### config.mk
export PLATFORM = sky130hd
export DESIGN_NAME = coffee_brewer
export DESIGN_NICKNAME = d
export VERILOG_FILES = /design/src/rtl/coffee_brewer.sv
export SDC_FILE = /design/constraint.sdc
export NUM_CORES = 1
export LEC_CHECK = 0
export ABC_CLOCK_PERIOD_IN_PS = 6800
export CORE_MARGIN = 2
export CORE_UTILIZATION = 51
export DETAILED_ROUTE_END_ITERATION = 8
export PLACE_DENSITY = 0.79
export SETUP_SLACK_MARGIN = 0.05
export SYNTH_ARGS = -nofsm -noshare
export SYNTH_HDL_FRONTEND = slang
export SYNTH_SLANG_ARGS = --single-unit
### constraint.sdc
create_clock -name clk -period 6.8 [get_ports clk]
set_input_delay 1.02 -clock clk [delete_from_list [all_inputs] [get_ports clk]]
set_output_delay 1.02 -clock clk [all_outputs]
set_load 0.01 [all_outputs]
### src/rtl/coffee_brewer.sv
// Brew-unit controller: sequences grind -> heat -> pour for each accepted request,
// tracks tank level and bean doses, and flags requests it cannot serve.
module coffee_brewer #(
  parameter int WATER_MAX     = 31,
  parameter int WATER_PER_CUP = 2,
  parameter int BEAN_DOSES    = 10,
  parameter int GRIND_CYCLES  = 4,
  parameter int HEAT_CYCLES   = 8,
  parameter int POUR_CYCLES   = 6
) (
  input  logic       clk,
  input  logic       rst,
  input  logic       coffee_req,
  input  logic       refill_water,
  input  logic       refill_beans,
  output logic [4:0] water_level,
  output logic       beans_ok,
  output logic       busy,
  output logic       grinder,
  output logic       heater,
  output logic       pump,
  output logic       brew_done,
  output logic       brew_fault,
  output logic       req_dropped
);

  typedef enum logic [2:0] {IDLE, GRIND, HEAT, POUR, DONE} state_t;

  localparam logic [4:0] W_MAX  = 5'(WATER_MAX);
  localparam logic [4:0] W_CUP  = 5'(WATER_PER_CUP);
  localparam logic [7:0] B_FULL = 8'(BEAN_DOSES);
  // Phase counter counts down from length-1 so each phase lasts exactly its length.
  localparam logic [7:0] G_LAST = 8'(GRIND_CYCLES - 1);
  localparam logic [7:0] H_LAST = 8'(HEAT_CYCLES - 1);
  localparam logic [7:0] P_LAST = 8'(POUR_CYCLES - 1);

  state_t     state, state_nx;
  logic [7:0] phase, phase_nx;
  logic [4:0] water, water_nx;
  logic [7:0] doses, doses_nx;
  logic       fault_q, fault_nx;
  logic       drop_q, drop_nx;

  always_comb begin
    // NOTE: every signal gets a default before the case so no path leaves it unassigned (no latch).
    state_nx = state;
    phase_nx = phase;
    water_nx = water;
    doses_nx = doses;
    fault_nx = 1'b0;
    drop_nx  = 1'b0;

    if (state != IDLE) drop_nx = coffee_req;

    case (state)
      IDLE: begin
        if (refill_water || refill_beans) begin
          if (refill_water) water_nx = W_MAX;
          if (refill_beans) doses_nx = B_FULL;
          drop_nx = coffee_req;
        end else if (coffee_req) begin
          if (water < W_CUP || doses == 8'd0) begin
            fault_nx = 1'b1;
          end else begin
            state_nx = GRIND;
            doses_nx = doses - 8'd1;
            phase_nx = G_LAST;
          end
        end
      end
      GRIND: begin
        if (phase == 8'd0) begin
          state_nx = HEAT;
          phase_nx = H_LAST;
        end else begin
          phase_nx = phase - 8'd1;
        end
      end
      HEAT: begin
        if (phase == 8'd0) begin
          state_nx = POUR;
          phase_nx = P_LAST;
          water_nx = water - W_CUP;
        end else begin
          phase_nx = phase - 8'd1;
        end
      end
      POUR: begin
        if (phase == 8'd0) begin
          state_nx = DONE;
        end else begin
          phase_nx = phase - 8'd1;
        end
      end
      DONE:    state_nx = IDLE;
      default: state_nx = IDLE;
    endcase
  end

  // NOTE: sequential state uses non-blocking assignments so all registers update together.
  always_ff @(posedge clk) begin
    if (rst) begin
      state   <= IDLE;
      phase   <= 8'd0;
      water   <= 5'd0;
      doses   <= 8'd0;
      fault_q <= 1'b0;
      drop_q  <= 1'b0;
    end else begin
      state   <= state_nx;
      phase   <= phase_nx;
      water   <= water_nx;
      doses   <= doses_nx;
      fault_q <= fault_nx;
      drop_q  <= drop_nx;
    end
  end

  assign water_level = water;
  assign beans_ok    = (doses != 8'd0);
  assign busy        = (state != IDLE);
  assign grinder     = (state == GRIND);
  assign heater      = (state == HEAT) || (state == POUR);
  assign pump        = (state == POUR);
  assign brew_done   = (state == DONE);
  assign brew_fault  = fault_q;
  assign req_dropped = drop_q;

endmodule

==> results.sh <==
export IMPL_grt_max_degree=24
export IMPL_die_h_um=57.76
export IMPL_post_cts_resized=0
export IMPL_max_vdd_ir_drop_mv=0.2733
export IMPL_ctsHoldBuffers=0
export IMPL_multi_input_area_um2=865.8
export IMPL_powerDensity_nw_per_um2=424.6
export IMPL_cts_root_buf="clkbuf_4"
export IMPL_dr_pass1_iters=4
export IMPL_leakage_uw=0.0006711
export IMPL_synth_top_cell_by_area="dfxtp_1"
export IMPL_dpl_cell_count=222
export IMPL_cp_start_kind="flop"
export IMPL_rows=19
export IMPL_synth_common_cells="26 x dfxtp_1, 16 x nand2_1, 16 x nor2_1"
export IMPL_path_clk_slew_ns=0.15
export IMPL_pin_count=18
export IMPL_port_buffer_count=17
export IMPL_start_util_pct=53.45
export IMPL_grt_pass1_vias=1261
export IMPL_arrival_ns=2.13
export IMPL_wl_per_cell_um=14.66
export IMPL_cts_made_buffers=3
export IMPL_core_area_um2=2758
export IMPL_ys_ff_latch=26
export IMPL_ant_nets=0
export IMPL_critPathMaxStageDelay_ns=0.54
export IMPL_stdcell_count=226
export IMPL_tightestPinTransition_ns=1.036
export IMPL_dp_final_hpwl_um=2461
export IMPL_worstSetupPathType="flop to output port"
export IMPL_antenna_found_initial=0
export IMPL_die_x_um=57.76
export IMPL_setup_viol=0
export IMPL_grt_pass1_wl_um=5685
export IMPL_synth_xor_area_share_pct=4.160
export IMPL_cts_tree="yes"
export IMPL_cp_cell_sequence="inv_1 -> ha_1 -> nor3b_1 -> nand2_1 -> clkdlybuf4s50_1"
export IMPL_synthAdderAreaFrac_pct=4.244
export IMPL_finalHoldViolCount=0
export IMPL_timing_final_crit_share_pct=46.34
export IMPL_drive_above_1_share_pct=4.103
export IMPL_async_flop_share_pct=0
export IMPL_place_area_um2=1644
export IMPL_worstSkewPairLatency_ns=0.33
export IMPL_via_count=1372
export IMPL_synth_cell_types=43
export IMPL_drv_slew=0
export IMPL_cp_max_fo=5
export IMPL_drc=0
export IMPL_skew_ns=0.01007
export IMPL_synthMuxAreaShare_pct=0
export IMPL_max_slew_margin_pct=30.30
export IMPL_synth_top_family_by_area="simple AND/OR/NAND/NOR gates"
export IMPL_drt_iter0_drc=77
export IMPL_gp_congestion=0.8706
export IMPL_fin_setup_tns_ns=0
export IMPL_cap_violations=0
export IMPL_finalCriticalPeriod_ns=3.151
export IMPL_viasPerCell=6.071
export IMPL_htreeDepth=1
export IMPL_syn_cell_area_um2=1474
export IMPL_ys_flop_type="dfxtp_1"
export IMPL_register_area_um2=520.5
export IMPL_num_antenna_cells=0
export IMPL_status="finished clean"
export IMPL_fillers=271
export IMPL_synth_area_leaders="dfxtp_1 35%, a21oi_1 4.8%, ha_1 4.2%"
export IMPL_power_uw=720.4
export IMPL_yosysSeqAreaShare_pct=35.31
export IMPL_cpMaxStageDelayCell="nor3b_1"
export IMPL_grt_total_usage_pct=21.52
export IMPL_synth_compound_area_share_pct=19.35
export IMPL_synth_top_area_share_pct=35.31
export IMPL_die_area_um2=3336
export IMPL_required_ns=5.78
export IMPL_synth_simple_gate_area_share_pct=30.98
export IMPL_postCtsSetupBuffers=0
export IMPL_endpoint_kind="output port"
export IMPL_clkSinkCount=26
export IMPL_hold_path_class="flop to flop"
export IMPL_syn_inst=181
export IMPL_yosysMostFrequentCell="dfxtp_1"
export IMPL_overflow=0
export IMPL_max_freq_mhz=317.3
export IMPL_hold_ws_ns=0.4965
export IMPL_final_nets=206
export IMPL_rsz0062_at_grt="false"
export IMPL_routed_wl_um=3314
export IMPL_areaGrowthSynthToFinish_pct=15.11
export IMPL_syn_nets=191
export IMPL_cts_buffer_depth=2
export IMPL_design_area_um2=1697
export IMPL_syn_avg_cell_area_um2=8.143
export IMPL_synth_edf_count=0
export IMPL_synth_warnings=0
==> path summary, 6_finish.rpt <==
check                           slack [ns]             startpoint                     to  cells after the start
worst min register to register        0.50  doses[7]$_SDFFE_PP0P_  doses[7]$_SDFFE_PP0P_                      2
worst max-delay path                  3.65  doses[0]$_SDFFE_PP0P_               beans_ok                      5
worst min-delay path                  0.50  doses[7]$_SDFFE_PP0P_  doses[7]$_SDFFE_PP0P_                      2
worst max register to register        4.07  doses[0]$_SDFFE_PP0P_  doses[4]$_SDFFE_PP0P_                      7
==> flip-flops by register name, summed over array words and instances, names as in the netlist <==
signal,cells
doses,8
phase,8
water_level,5
state,3
brew_fault,1
req_dropped,1
==> final cells by class <==
class,instances,share of cell area [%]
Inverter,13,2.876
Clock inverter,1,1.770
Timing Repair Buffer,17,10.03
Clock buffer,3,1.327
Tap cell,31,2.286
Sequential cell,26,30.68
Multi-Input combinational cell,135,51.03
==> logic make-up after synthesis <==
kind of cell | Yosys count
simple gates | 82
xor+xnor | 7
flops | 26
buf+inv | 20
fa+ha+maj | 5
compound gates | 41
==> metal layers <==
| metal | vias up | global-route usage (%) | share of wire (%) |
|---|---|---|---|
| li1 | 683 | - | - |
| met1 | 634 | 28.93 | 46 |
| met2 | 44 | 35.06 | 48 |
| met3 | 11 | 2.679 | 3.7 |
| met4 | 0 | 8.638 | 2.5 |
| met5 | - | 0 | 0 |
==> report_power, final <==
group | switching, µW | total (µW) | leakage, µW | internal, µW
combinational | 216 | 381 | 0.000430 | 166
clock | 47.4 | 107 | 0.0000279 | 59.7
sequential | 44.1 | 232 | 0.000213 | 188
==> placed cells by master (no fill, tap or decap), drive strengths merged, types with 2 or more instances in the layout <==
cell	n
clkdlybuf4s50	17
a2111oi	2
o31ai	2
dfxtp	26
nand3	9
clkbuf	3
ha	5
inv	13
a31oi	3
nor3	7
a211oi	4
o21ai	5
nand2	16
a21oi	14
nor4	4
nand2b	3
and3	5
xor2	5
o211ai	3
o21a	2
o32ai	2
or4	7
nor2	16
nor3b	6
xnor2	2
and2	3
==> stage by stage <==
step / setup WS (ns) / utilization (%)
floorplan: 4.073 / -
global placement: 3.536 / 59.62
detailed placement: 3.401 / 59.62
CTS: 3.677 / 61.52
global route: 3.429 / 61.52
finish: 3.649 / 61.52
==> critical path, delay by kind of cell (launching register included) <==
family                   cells  cell delay (ns)
AND/OR/NAND/NOR              2             0.64
buffers and inverters        2             0.62
flip-flops                   1             0.37
adder cells (fa/ha/maj)      1             0.18
No activity file was read; power rests on OpenSTA's default activity.
